<file path="src/rtl/avl_gpio_pkg.sv">
// Shared constants for the Avalon-MM GPIO port: bus widths, register map and edge-type encoding.
package avl_gpio_pkg;

    localparam int unsigned ADDR_W = 3;
    localparam int unsigned BUS_W  = 32;

    localparam logic [ADDR_W-1:0] ADDR_DATA    = 3'd0;
    localparam logic [ADDR_W-1:0] ADDR_DIR     = 3'd1;
    localparam logic [ADDR_W-1:0] ADDR_IRQMASK = 3'd2;
    localparam logic [ADDR_W-1:0] ADDR_EDGECAP = 3'd3;
    localparam logic [ADDR_W-1:0] ADDR_OUTSET  = 3'd4;
    localparam logic [ADDR_W-1:0] ADDR_OUTCLR  = 3'd5;

    typedef enum logic [1:0] {
        EDGE_RISE = 2'd0,
        EDGE_FALL = 2'd1,
        EDGE_ANY  = 2'd2
    } edge_type_e;

endpackage

</file>
<file path="src/rtl/gpio_sync_edge.sv">
// Two-flop pin synchroniser; with AVL_GPIO_IRQ_EN defined, adds a third delay stage and
// an edge detector selected by EDGE_TYPE.
module gpio_sync_edge
    import avl_gpio_pkg::*;
#(
    parameter int unsigned WIDTH     = 8,
    parameter int unsigned EDGE_TYPE = 0
) (
    input  logic             clk,
    input  logic             reset_n,
    input  logic [WIDTH-1:0] i_pin,
    output logic [WIDTH-1:0] o_sync
`ifdef AVL_GPIO_IRQ_EN
    ,
    output logic [WIDTH-1:0] o_edge_c
`endif
);

    logic [WIDTH-1:0] r_s1;
    logic [WIDTH-1:0] r_s2;

    always_ff @(posedge clk or negedge reset_n) begin
        if (!reset_n) begin
            r_s1 <= '0;
            r_s2 <= '0;
        end else begin
            r_s1 <= i_pin;
            r_s2 <= r_s1;
        end
    end

    assign o_sync = r_s2;

`ifdef AVL_GPIO_IRQ_EN
    logic [WIDTH-1:0] r_s3;
    logic [WIDTH-1:0] w_rise;
    logic [WIDTH-1:0] w_fall;

    // Delay stage resets to the same value as stage 2, so reset release never looks like an edge.
    always_ff @(posedge clk or negedge reset_n) begin
        if (!reset_n) begin
            r_s3 <= '0;
        end else begin
            r_s3 <= r_s2;
        end
    end

    assign w_rise = r_s2 & ~r_s3;
    assign w_fall = ~r_s2 & r_s3;

    always_comb begin
        o_edge_c = '0;
        if (EDGE_TYPE == 32'(EDGE_RISE)) begin
            o_edge_c = w_rise;
        end else if (EDGE_TYPE == 32'(EDGE_FALL)) begin
            o_edge_c = w_fall;
        end else if (EDGE_TYPE == 32'(EDGE_ANY)) begin
            o_edge_c = w_rise | w_fall;
        end
    end
`else
    logic [31:0] w_unused_edge_type;
    assign w_unused_edge_type = 32'(EDGE_TYPE);
`endif

endmodule

</file>
<file path="src/rtl/avl_gpio_port.sv">
// Avalon-MM GPIO port: output/direction registers, set/clear aliases and registered reads.
// Define AVL_GPIO_IRQ_EN to build the edge-capture interrupt block (IRQMASK, EDGECAP, irq).
module avl_gpio_port
    import avl_gpio_pkg::*;
#(
    parameter int unsigned      WIDTH       = 8,
    parameter logic [WIDTH-1:0] RESET_VALUE = '0,
    parameter int unsigned      EDGE_TYPE   = 0
) (
    input  logic              clk,
    input  logic              reset_n,
    input  logic [ADDR_W-1:0] address,
    input  logic              chipselect,
    input  logic              write_n,
    input  logic              read_n,
    input  logic [BUS_W-1:0]  writedata,
    output logic [BUS_W-1:0]  readdata,
    input  logic [WIDTH-1:0]  pin_in,
    output logic [WIDTH-1:0]  pin_out,
    output logic [WIDTH-1:0]  pin_oe,
    output logic              irq
);

    logic             w_wr;
    logic             w_rd;
    logic [WIDTH-1:0] w_wdata;
    logic [WIDTH-1:0] w_sync;
    logic [WIDTH-1:0] r_out;
    logic [WIDTH-1:0] w_out_nxt;
    logic [WIDTH-1:0] r_dir;
    logic [WIDTH-1:0] w_dir_nxt;
    logic [BUS_W-1:0] r_rdata;
    logic [BUS_W-1:0] w_rdata_nxt;
    logic             w_unused_wdata;

    assign w_wr           = chipselect & ~write_n;
    assign w_rd           = chipselect & ~read_n;
    assign w_wdata        = writedata[WIDTH-1:0];
    assign w_unused_wdata = ^writedata;

`ifdef AVL_GPIO_IRQ_EN
    logic [WIDTH-1:0] w_edge;
    logic [WIDTH-1:0] r_mask;
    logic [WIDTH-1:0] w_mask_nxt;
    logic [WIDTH-1:0] r_cap;
    logic [WIDTH-1:0] w_cap_nxt;
    logic             r_irq;
`endif

    gpio_sync_edge #(
        .WIDTH     (WIDTH),
        .EDGE_TYPE (EDGE_TYPE)
    ) u_sync_edge (
        .clk      (clk),
        .reset_n  (reset_n),
        .i_pin    (pin_in),
        .o_sync   (w_sync)
`ifdef AVL_GPIO_IRQ_EN
        ,
        .o_edge_c (w_edge)
`endif
    );

    // Output register and direction updates from bus writes.
    always_comb begin
        w_out_nxt = r_out;
        w_dir_nxt = r_dir;
        if (w_wr) begin
            case (address)
                ADDR_DATA:   w_out_nxt = w_wdata;
                ADDR_DIR:    w_dir_nxt = w_wdata;
                ADDR_OUTSET: w_out_nxt = r_out | w_wdata;
                ADDR_OUTCLR: w_out_nxt = r_out & ~w_wdata;
                default:     ;
            endcase
        end
    end

    // Read mux samples pre-write state, so a same-cycle read and write returns the old value.
    always_comb begin
        w_rdata_nxt = r_rdata;
        if (w_rd) begin
            case (address)
                ADDR_DATA:    w_rdata_nxt = BUS_W'(w_sync);
                ADDR_DIR:     w_rdata_nxt = BUS_W'(r_dir);
`ifdef AVL_GPIO_IRQ_EN
                ADDR_IRQMASK: w_rdata_nxt = BUS_W'(r_mask);
                ADDR_EDGECAP: w_rdata_nxt = BUS_W'(r_cap);
`endif
                default:      w_rdata_nxt = '0;
            endcase
        end
    end

    always_ff @(posedge clk or negedge reset_n) begin
        if (!reset_n) begin
            r_out   <= RESET_VALUE;
            r_dir   <= '0;
            r_rdata <= '0;
        end else begin
            r_out   <= w_out_nxt;
            r_dir   <= w_dir_nxt;
            r_rdata <= w_rdata_nxt;
        end
    end

    assign pin_out  = r_out;
    assign pin_oe   = r_dir;
    assign readdata = r_rdata;

`ifdef AVL_GPIO_IRQ_EN
    // Write-one-to-clear, with a new edge winning over a same-cycle clear.
    always_comb begin
        w_mask_nxt = r_mask;
        w_cap_nxt  = r_cap;
        if (w_wr && (address == ADDR_IRQMASK)) begin
            w_mask_nxt = w_wdata;
        end
        if (w_wr && (address == ADDR_EDGECAP)) begin
            w_cap_nxt = r_cap & ~w_wdata;
        end
        w_cap_nxt = w_cap_nxt | w_edge;
    end

    always_ff @(posedge clk or negedge reset_n) begin
        if (!reset_n) begin
            r_mask <= '0;
            r_cap  <= '0;
            r_irq  <= 1'b0;
        end else begin
            r_mask <= w_mask_nxt;
            r_cap  <= w_cap_nxt;
            r_irq  <= |(r_cap & r_mask);
        end
    end

    assign irq = r_irq;
`else
    assign irq = 1'b0;
`endif

endmodule
</file>
<file path="config.mk">
export PLATFORM = sky130hd
export DESIGN_NAME = avl_gpio_port
export DESIGN_NICKNAME = d
export VERILOG_FILES = /design/src/rtl/avl_gpio_pkg.sv /design/src/rtl/gpio_sync_edge.sv /design/src/rtl/avl_gpio_port.sv
export SDC_FILE = /design/constraint.sdc
export NUM_CORES = 1
export LEC_CHECK = 0
export BUFFER_PORTS_ARGS = -buffer_cell sky130_fd_sc_hd__buf_2
export CORE_MARGIN = 2
export CORE_UTILIZATION = 47
export DETAILED_ROUTE_END_ITERATION = 8
export PLACE_DENSITY = 0.9
export REMOVE_ABC_BUFFERS = 1
export SLEW_MARGIN = 20
export SYNTH_ARGS = -nofsm -noshare
export SYNTH_HDL_FRONTEND = slang
export SYNTH_SLANG_ARGS = --single-unit
</file>
<file path="constraint.sdc">
create_clock -name clk -period 2.22 [get_ports clk]
set_input_delay 0.111 -clock clk [delete_from_list [all_inputs] [get_ports clk]]
set_output_delay 0.111 -clock clk [all_outputs]
set_load 0.05 [all_outputs]
</file>
; ---- Word level (Yosys, flattened, before mapping)
; Index checks and enable logic that the tools add are counted.
[classes]
eq_ne = 3
n_mux = 2
bitwise = 7
reduce_logical = 4
[ops]
columns = operator, n
row1 = 8-bit one-hot mux with 3 select lines, 1
row2 = 8-bit one-hot mux with 2 select lines, 1
row3 = 8-bit bitwise AND, 1
row4 = 8-bit NOT, 1
row5 = 8-bit OR, 1
row6 = "3-bit equality test, second input constant", 2
row7 = 2-bit AND reduction, 2
row8 = "3-bit by 1-bit equality test with 1-bit output, second input constant", 1
row9 = 3-bit logical NOT, 1
row10 = 3-bit nonzero test, 1
row11 = 1-bit bitwise AND, 2
row12 = 1-bit NOT, 2
[totals]
register_bits = 64
in_bits = 48
word_cells = 21

; ---- Depth between registers and ports, before layout
; Gate-level depths: netlist (run 1).
[logic_depth]
depth_word = 3
mapped_depth = 5

; ---- Cells and area by module
; A second synthesis (run 1) with hierarchy kept.
[unflattened]
hier_cells = 143
area_unflattened_um2 = 1714.1
[by_module_without_submodules]
columns = module, n_inst, cells_per_inst, area_per_inst_um2, seq_area_each_um2
row1 = avl_gpio_port, 1, 127, 1313.8, 600.6
row2 = gpio_sync_edge, 1, 16, 400.4, 400.4

; ---- Worst setup path before layout (run 1)
; No wires, ideal clock.
[synth_timing]
path_type = input port to flip-flop
from = input port address[1]
to = register r_dir[0], in the netlist pin_oe[0]
arrival_ns = 1.180
required_ns = 2.095
setup_slack_ns = 0.915
stages = 5
path_buffers = 2
path_cell_list = or3b_1 buf_2 nand2b_4 buf_6 mux2_4
[synth_via]
elab_chain_len = 2
[synth_rtl]
columns = item, line_no
row1 = start: declaration, avl_gpio_port.sv:12  ; input logic [ADDR_W-1:0] address,
row2 = 3-bit by 1-bit equality test with 1-bit output, avl_gpio_port.sv:69  ; case (address)
row3 = 2-bit AND reduction (no source line), --
row4 = end signal: assignment, avl_gpio_port.sv:102  ; r_dir <= w_dir_nxt;
row5 = end: declaration, avl_gpio_port.sv:30  ; logic [WIDTH-1:0] r_dir;
; No other way between the ends.
; A chain may end at the register's enable or synchronous reset.

; ---- Worst setup path in the final report (run 1)
[layout_timing]
from = register r_dir[1], in the netlist pin_oe[1]
to = output port pin_oe[1]
[layout_lines]
columns = item, line_no
row1 = end: declaration, avl_gpio_port.sv:20  ; output logic [WIDTH-1:0] pin_oe,
; No word-level cell between the ends.

==> results of run 1 <==
==> sequential cells by signal, summed over array words and instances (netlist names) <==
name                count
pin_oe                  8
pin_out                 8
readdata                8
u_sync_edge.o_sync      8
u_sync_edge.r_s1        8
==> Yosys cell counts <==
library cell,count,area (µm²)
buf_4,25,188
o21ai_0,8,40.0
buf_2,1,5.00
conb_1,1,3.75
or3b_1,1,8.76
nor3b_1,1,7.51
buf_1,1,3.75
nor4b_2,1,15.0
a22oi_1,16,120
nor2b_1,11,68.8
clkbuf_1,2,7.51
nand2_1,8,30.0
nor3_1,1,5.00
buf_6,1,11.3
dfrtp_1,40,1000
a21oi_1,8,40.0
nor2_1,8,30.0
mux2_4,8,120
nand2b_4,1,13.8
==> stage by stage <==
| stage | total power, µW | hold slack [ps] | setup slack [ps] | cells | util (%) |
|---|---|---|---|---|---|
| final | 2060 | 16.9 | 1060 | 251 | 60.5 |
| after global routing | 2160 | 6.42 | 1020 | 251 | 60.5 |
| after CTS | 2080 | 7.98 | 1050 | 251 | 60.5 |
| after detailed placement | 1690 | 220 | 727 | 234 | 56.1 |
| after global placement | 1670 | 219 | 748 | 234 | 56.1 |
| after floorplan | 1500 | -185 | 988 | 137 | - |
==> worst min path at each step <==
stage / to
finish: pin_oe[2]
global route: pin_oe[4]
CTS: pin_oe[4]
detailed placement: u_sync_edge.r_s1[2]
global placement: u_sync_edge.r_s1[6]
floorplan: pin_oe[0]
==> placed cells by master (no fill, tap or decap), drive strengths merged, types with 8 or more instances in the layout <==
cell,synthesis,routed
a22oi,16,16
nand2,8,8
clkbuf,2,8
nor2,8,8
buf,28,51
a21oi,8,8
o21ai,8,8
nor2b,11,11
mux2,8,8
dfrtp,40,40
conb,1,25
dlygate4sd3,0,9
==> metal layers <==
metal,vias up,track usage (%),part of all wire (%)
met2,42,32.4,53
met4,0,7.98,1.3
met5,-,0,0
li1,559,-,-
met1,542,21.2,40
met3,5,4.51,5.8
==> repair_timing <==
item                                   4_1_cts  5_1_grt
gates resized for setup                      0        0
setup buffers                                0        0
endpoints found under the hold margin       48        0
hold buffers                                 9        0
==> logic make-up (layout without fill, tap and decap cells) <==
family | after synthesis | count (layout) | synth area share, %
flops | 40 | 40 | 58.2
mux | 8 | 8 | 6.99
other cells | 1 | 25 | 0.218
compound gates | 32 | 32 | 11.6
buf+inv | 30 | 68 | 12.5
simple gates | 32 | 32 | 10.4
==> area by class of cell <==
cell class,instances,area [µm²],share of cell area [%]
Clock buffer,8,58.8,2.85
Multi-Input combinational cell,97,593,28.7
Sequential cell,40,1000,48.5
Tap cell,46,57.6,2.79
Timing Repair Buffer,60,355,17.2
==> power by group <==
part / total, µW / internal, µW / switching, µW
sequential: 913 / 840 / 73.0
clock: 378 / 156 / 221
combinational: 770 / 192 / 579
total: 2060 / 1190 / 873
==> summary.md, run 1 <==
| Metric | Value |
|---|---|
| Status | `finished, final reports clean` |
| Starting Density | `50.3%` |
| Worst EP required | `2110 ps` |
| Number of fill cells | `315` |
| Tightest Pin Transition | `848 ps` |
| Max Clock Skew | `2.21 ps` |
| Wire per inst | `13.6 µm` |
| Max Slew Vio Count | `0` |
| Largest stage delay on the critical path | `420 ps` |
| CTS Buf Count | `5` |
| DIE AREA | `4160 µm²` |
| Slowest-stage cell, CP | `dfrtp_1` |
| Reg2Reg Setup Slack | `1330 ps` |
| DRC | `0` |
| Synth cell types | `19` |
| Share of layout cells above drive strength 1 | `32.7%` |
| Register area share after synthesis | `58.2%` |
| CP arrival | `1050 ps` |
| Clk Latency, worst-skew pair | `350 ps` |
| Synth Area per Inst | `12.0 µm²` |
| Area Growth Syn to Fin | `20.2%` |
| Starting DRC count in detailed routing | `38` |
| Critical Path, Cell by Cell | `buf_2` |
| Setup CP Type | `reg -> out` |
| Final instance area | `2070 µm²` |
| Gpl congestion | `0.759` |
| Synthesis Warnings | `0` |
| CP Capture Type | `output port` |
| Grt ovf | `0` |
| VDD IR max | `0.000542 V` |
| Final period utilization | `52.4%` |
| MaxCap Viol Count | `0` |
| RSZ-0062 raised after global routing | `false` |
| Core area | `3420 µm²` |
| DR vias/cell | `4.57` |
| Worst path bufs/invs | `1` |
| Pwr/cell area | `997 nW/µm²` |
| DP HPWL | `2.43 mm` |
| Synth Register Bits | `40` |
| CP endpoint | `pin_oe[1]` |
| # rows | `21` |
| Vias | `1148` |
| Crit-path max FO | `3` |
| Post-synthesis cell count | `143` |
| Hold Startpoint | `writedata[2]` |
| Die H | `64.5 µm` |
| Mapped Area | `1720 µm²` |
| Number of cells on the critical path | `1` |
| # H-tree levels | `2` |
| CP top delay family | `flip-flops` |
| Hold Crit Class | `in -> reg` |
| Clk buf depth | `2` |
| Total inserted antenna cells | `0` |
| Largest net degree at the start of global routing | `41` |
| Final Setup Violations | `0` |
| Final Hold Vio Count | `0` |
| Worst setup SP type | `register` |
| Nets | `252` |
| Max Freq | `859 MHz` |
| Clk sinks | `40` |
| Slew HR | `43.5%` |
| Total wire length | `3.42 mm` |
| WHS Path Cells | `2` |
| Drt pass-1 iters | `6` |
| Vias in the first global route | `1178` |
| I/O pins | `97` |
| First-pass GRT wire length | `5.56 mm` |
| Placed Area | `1920 µm²` |
| CTS root buf | `clkbuf_4` |
| R2R Path Start | `pin_out[1]` |
| Buffers on Ports | `47` |
| CTS tree | `yes` |
| Remaining antenna violation count | `0` |
| Worst setup startpoint | `pin_oe[1]` |
| All-Layer GR Usage | `18.4%` |
| Die Wd | `64.5 µm` |
| P_leak | `0.00104 µW` |
| Clk slew on worst S/H paths | `100 ps` |
| R2r worst-path depth | `3` |
| Fin crit period | `1160 ps` |
| Initial antenna violation count | `0` |
| TNS Setup | `0 ps` |
| R2R Path End | `pin_out[1]` |
Power figures use the tool's default switching activity.
==> run 2: changes to the inputs <==
- ABC_AREA: unset -> 1
- CORE_UTILIZATION: 47 -> 44
- PLACE_DENSITY: 0.9 -> 0.85
- clock period: 2.22 -> 1.1 ns (I/O delays scaled with it)
==> summary.md, run 2 <==
| Metric | Value |
|---|---|
| Status | `finished, final reports clean` |
| DRC | `0 (unchanged)` |
| Largest net degree at the start of global routing | `25 (-39%)` |
| Most frequent cell after synthesis | `nand2_1` |
| Area Growth Syn to Fin | `28.8%` |
| EDFF count, synth | `0 (unchanged)` |
| Wire per inst | `11.2 µm (-17%)` |
| Register area share after synthesis | `55.6% (-2.6 points)` |
| Combinational power share | `28.8% (-8.6 points)` |
| CTS tree | `yes` |
| Worst path bufs/invs | `1 (unchanged)` |
| Synth cell types | `17 (-2)` |
| Final period utilization | `93.0%` |
| CP arrival | `970 ps (-80 ps)` |
| # H-tree levels | `2 (unchanged)` |
| Ys flop type | `dfrtp_1` |
| Cell taking the most area after synthesis | `dfrtp_1` |
| Clock power share | `29.2% (+11 points)` |
| Drt pass-1 iters | `4 (-2)` |
| Most frequent cells in the layout | `nand2_1, buf_2, dfrtp_1` |
| Remaining antenna violation count | `0 (unchanged)` |
| Nets | `315 (+25%)` |
| Synth Area per Inst | `9.19 µm² (-24%)` |
| Synth Register Bits | `40 (unchanged)` |
| Core area | `3970 µm² (+16%)` |
| Switch Pwr | `1540 µW (+76%)` |
| DIE AREA | `4620 µm² (+11%)` |
| Share of layout cells above drive strength 1 | `25.7% (-6.9 points)` |
| Max Slew Vio Count | `0 (unchanged)` |
| Die H | `68.0 µm (+5.4%)` |
| CTS root buf | `clkbuf_8` |
| Number of cells on the critical path | `1 (unchanged)` |
| I/O pins | `97 (unchanged)` |
| # rows | `23 (+9.5%)` |
| Commonest cells post-synth | `nand2_1, dfrtp_1, buf_4, nand3_1` |
| Pwr/cell area | `1770 nW/µm² (+78%)` |
| Crit-path max FO | `3 (unchanged)` |
| Clk sinks | `40 (unchanged)` |
| Fin crit period | `1020 ps` |
| CP top delay family | `flip-flops` |
| Hold Startpoint | `address[1]` |
| Largest cells by area after synthesis | `dfrtp_1, nand2_1, buf_4` |
| MaxCap Viol Count | `0 (unchanged)` |
| Max Freq | `978 MHz` |
| Setup CP Type | `reg -> out` |
| Worst setup SP type | `register` |
| Internal power | `2570 µW (+120%)` |
| Starting DRC count in detailed routing | `30 (-21%)` |
| TNS Setup | `0 ps (unchanged)` |
| All-Layer GR Usage | `17.0% (-1.4 points)` |
| Sequential Power Share | `42.0% (-2.3 points)` |
| Initial antenna violation count | `0 (unchanged)` |
| Resized cells post-CTS | `0 (unchanged)` |
| VDD IR max | `0.00132 V (+140%)` |
| Area share of the largest cell type after synthesis | `55.6% (-2.6 points)` |
| Total inserted antenna cells | `0 (unchanged)` |
| Max Clock Skew | `5.71 ps (+3.51 ps)` |
| RSZ-0062 raised after global routing | `false` |
| Vias | `1466 (+28%)` |
| Hold Crit Class | `in -> reg` |
| R2R Path Start | `pin_oe[2]` |
| Final Setup Violations | `0 (unchanged)` |
| Clk Latency, worst-skew pair | `300 ps (-50 ps)` |
| First-pass GRT wire length | `5.75 mm (+3.3%)` |
| Worst EP required | `1040 ps (-1070 ps)` |
| Grt ovf | `0 (unchanged)` |
| Synthesis Warnings | `0 (unchanged)` |
| Final Hold Vio Count | `0 (unchanged)` |
| WHS Path Cells | `4 (+2)` |
| Largest stage delay on the critical path | `390 ps (-30 ps)` |
| Die Wd | `68.0 µm (+5.4%)` |
| R2r worst-path depth | `4 (+1)` |
| Met2 Use GR | `26.7% (-5.7 points)` |
| CP Capture Type | `output port` |
| Met3 usage | `6.09% (+1.6 points)` |
| Gpl congestion | `0.861 (+14%)` |
| CTS Buf Count | `5 (unchanged)` |
| DP HPWL | `2.55 mm (+4.8%)` |
| P_leak | `0.00126 µW (+22%)` |
| Most common cell after layout, fill and taps aside | `nand2_1` |
| Buffers on Ports | `47 (unchanged)` |
| Hold-fix buffers, CTS | `17 (+8)` |
| Starting Density | `45.3% (-5.0 points)` |
| Post-synthesis cell count | `196 (+37%)` |
| Non-Filler Instances | `318 (+27%)` |
| Slowest-stage cell, CP | `dfrtp_1` |
| Post-CTS setup buffers | `0 (unchanged)` |
| Sw Ratio | `37.5% (-4.9 points)` |
| GRT busiest layer | `met2` |
| Worst setup startpoint | `pin_oe[7]` |
| Mapped Area | `1800 µm² (+4.7%)` |
| Critical Path, Cell by Cell | `buf_2` |
| Met1 Use GR | `21.3% (+0.089 points)` |
| Vias in the first global route | `1305 (+11%)` |
| Total wire length | `3.57 mm (+4.6%)` |
| Async SR Flop Fraction | `100% (unchanged)` |
| Dpl cells | `293 (+25%)` |
| Clk slew on worst S/H paths | `80 ps (-20 ps)` |
| DR vias/cell | `4.61 (+0.79%)` |
| Clk buf depth | `2 (unchanged)` |
run 2: kinds of logic (layout without fill, tap and decap cells):
logic type / after synthesis / after routing / share of synthesized area [%]
other: 1 / 25 / 0.208
AOI/OAI and AO/OA: 9 / 9 / 2.71
and+or+nand+nor: 110 / 110 / 28.4
DFF: 40 / 40 / 55.6
buffers and inverters: 36 / 84 / 13.1
run 2: final timing paths:
check	to	slack [ps]
max in group asynchronous	readdata[4]	430
worst min-delay path	pin_out[0]	160
min in group asynchronous	pin_out[1]	210
worst max-delay path	pin_oe[7]	80
worst min register to register	u_sync_edge.o_sync[7]	350
worst max register to register	readdata[2]	280
run 2: final cells by class:
| class | count | area [µm²] |
|---|---|---|
| timing repair buffer | 70 | 463 |
| clock inverter | 3 | 47.5 |
| fill | 345 | 1650 |
| multi-input combinational | 144 | 654 |
| clock buffer | 5 | 68.8 |
| sequential | 40 | 1000 |
| tap | 50 | 62.6 |
| inverter | 6 | 22.5 |
run 2: through the flow:
step	power (µW)	hold slack [ps]	utilization [%]	cell area, µm²	setup slack, ps
6_report	4110	158	58.4	2320	77.3
5_1_grt	4280	171	58.4	2320	53.3
4_1_cts	4130	158	58.4	2320	67.8
3_5_place_dp	2890	12.9	51.2	2030	39.4
3_3_place_gp	2880	7.45	51.2	2030	93.2
2_1_floorplan	2570	-241	-	1680	112
run 2: power by group through the flow:
| stage | sequential [µW] | clock, µW | combinational (µW) |
|---|---|---|---|
| 2_1_floorplan | 2220 | 0 | 359 |
| 3_3_place_gp | 1750 | 0 | 1130 |
| 3_5_place_dp | 1760 | 0 | 1140 |
| 4_1_cts | 1730 | 1220 | 1190 |
| 5_1_grt | 1750 | 1280 | 1260 |
| 6_report | 1730 | 1200 | 1180 |
run 2: metal layers:
metal / part of all wire (%) / wire [µm]
met1: 42 / 1490
met2: 47 / 1700
met3: 8.7 / 309
met4: 2.2 / 78
met5: 0 / 0
==> run 3: changes to the inputs <==
- CELL_PAD_IN_SITES_DETAIL_PLACEMENT: unset -> 1
- CELL_PAD_IN_SITES_GLOBAL_PLACEMENT: unset -> 1
- CORE_UTILIZATION: 44 -> 31
- PLACE_DENSITY: 0.85 -> 0.84
==> summary.md, run 3 (synthesis gave the netlist of run 2 again) <==
| Metric | Value |
|---|---|
| R2R Path End | `readdata[6]` |
| Wire per inst | `13.1 µm (+17%)` |
| CP Capture Type | `output port` |
| MaxCap Viol Count | `0 (unchanged)` |
| Vias in the first global route | `1532 (+17%)` |
| Status | `finished, final reports clean` |
| R2r worst-path depth | `4 (unchanged)` |
| Max Slew Vio Count | `0 (unchanged)` |
| Most frequent cells in the layout | `nand2_1, buf_2, dfrtp_1` |
| Slowest-stage cell, CP | `dfrtp_1` |
| Combinational power share | `29.0% (+0.2 points)` |
| Pre-CTS setup slack | `63.5 ps (+24.1 ps)` |
| Worst setup margin | `55.9 ps (-21.4 ps)` |
| Largest stage delay on the critical path | `400 ps (about the same)` |
| Gpl congestion | `0.740 (-14%)` |
| Worst setup SP type | `register` |
| Hold slack final | `187 ps (+29.1 ps)` |
| Buffers on Ports | `47 (unchanged)` |
| DRC | `0 (unchanged)` |
| Total wire length | `4.49 mm (+26%)` |
| Final Hold Vio Count | `0 (unchanged)` |
| Critical Path, Cell by Cell | `buf_2` |
| # H-tree levels | `2 (unchanged)` |
| VDD IR max | `0.00102 V (-23%)` |
| Die H | `80.2 µm (+18%)` |
| Remaining antenna violation count | `0 (unchanged)` |
| Reg2Reg Setup Slack | `270 ps (about the same)` |
| DP HPWL | `3.09 mm (+21%)` |
| Clk buf depth | `2 (unchanged)` |
| Nets | `317 (+0.63%)` |
| Worst EP required | `1040 ps (about the same)` |
| Fin crit period | `1040 ps (+21.4 ps)` |
| Hold Crit Class | `in -> reg` |
| Starting DRC count in detailed routing | `66 (+120%)` |
| CP top delay family | `flip-flops` |
| Switch Pwr | `1590 µW (+3.5%)` |
| Vias | `1531 (+4.4%)` |
| R2R Path Start | `pin_oe[6]` |
| Worst path bufs/invs | `1 (unchanged)` |
| CTS root buf | `clkbuf_8` |
| DIE AREA | `6430 µm² (+39%)` |
| Sw Ratio | `38.2% (+0.72 points)` |
| P_leak | `0.00128 µW (+0.96%)` |
| Largest net degree at the start of global routing | `26 (+4.0%)` |
| Most common cell after layout, fill and taps aside | `nand2_1` |
| Number of cells on the critical path | `1 (unchanged)` |
| Clk sinks | `40 (unchanged)` |
| Pwr/cell area | `1760 nW/µm² (-0.80%)` |
| Max Clock Skew | `2.24 ps (-3.47 ps)` |
| Crit-path max FO | `3 (unchanged)` |
| CTS tree | `yes` |
| I/O pins | `97 (unchanged)` |
| Internal power | `2580 µW (+0.33%)` |
| Post-CTS setup buffers | `0 (unchanged)` |
| Worst setup startpoint | `pin_oe[4]` |
| Share of layout cells above drive strength 1 | `26.3% (+0.55 points)` |
| TNS Setup | `0 ps (unchanged)` |
| Total inserted antenna cells | `0 (unchanged)` |
| Die Wd | `80.2 µm (+18%)` |
| Clock power share | `29.4% (+0.2 points)` |
| Clk slew on worst S/H paths | `80 ps (about the same)` |
| All-Layer GR Usage | `15.3% (-1.6 points)` |
| Max Freq | `958 MHz (-2.0%)` |
| CTS Buf Count | `5 (unchanged)` |
| Sequential Power Share | `41.6% (-0.4 points)` |
| # rows | `27 (+17%)` |
| Initial antenna violation count | `0 (unchanged)` |
| Area Growth Syn to Fin | `31.8%` |
| Grt ovf | `0 (unchanged)` |
| Core area | `5570 µm² (+40%)` |
| Drt pass-1 iters | `4 (unchanged)` |
| Clk Latency, worst-skew pair | `300 ps (about the same)` |
| First-pass GRT wire length | `7.45 mm (+30%)` |
| Setup CP Type | `reg -> out` |
| DR vias/cell | `4.48 (-2.9%)` |
| CP endpoint | `pin_oe[4]` |
| Final period utilization | `94.9% (+1.9 points)` |
| CP arrival | `990 ps (+20 ps)` |
| RSZ-0062 raised after global routing | `false` |
| Final Setup Violations | `0 (unchanged)` |
| Starting Density | `32.3% (-13 points)` |
-- run 3: cell count changes in the layout (fill, tap and decap cells not counted) --
cell	previous run	this run
buf_12	1	2
buf_4	5	6
clkinv_4	2	0
clkinvlp_4	0	1
inv_6	0	1
-- run 3: layer usage --
layer  GRT usage, %  share of wire, %  up-vias
met5              0                 0        -
met4           4.58               1.3        0
met3           4.83               5.7        6
met2           25.6                50       53
met1           19.0                43      739
li1               -                 -      733
-- run 3: area by class of cell --
type,instances,area [µm²]
Fill cell,672,3200
Sequential cell,40,1000
Multi-Input combinational cell,144,654
Timing Repair Buffer,72,490
Tap cell,72,90.1
Clock buffer,5,68.8
Clock inverter,3,46.3
Inverter,6,22.5
-- run 3: worst min-delay path by stage --
| stage | startpoint | end | slack (ps) | cells past startpoint |
|---|---|---|---|---|
| finish | read_n | readdata[3] | 190 | 5 |
| global route | read_n | readdata[2] | 190 | 5 |
| global placement | reset_n | pin_out[7] | 0.9 | 1 |
| floorplan | reset_n | pin_oe[0] | -240 | 0 |
| detailed placement | reset_n | pin_oe[7] | 10 | 1 |
| CTS | read_n | readdata[3] | 180 | 5 |
-- run 3: what timing repair did --
item	4_1_cts	5_1_grt
resized for setup	0	0
hold buffers	17	0
hold endpoints to repair	37	0
-- run 3: per-stage QoR --
stage | utilization, % | area (µm²) | total power, µW | cells
2_1_floorplan | - | 1680 | 2570 | 190
3_3_place_gp | 37.5 | 2090 | 2900 | 317
3_5_place_dp | 37.5 | 2090 | 2930 | 317
4_1_cts | 42.6 | 2370 | 4200 | 342
5_1_grt | 42.6 | 2370 | 4370 | 342
6_report | 42.6 | 2370 | 4170 | 342
-- run 3: power by group through the flow --
stage	Sequential [µW]	Combinational [µW]	Clock [µW]
finish	1740	1210	1230
global route	1760	1290	1330
CTS	1740	1210	1250
detailed placement	1760	1160	0
global placement	1760	1140	0
floorplan	2220	359	0
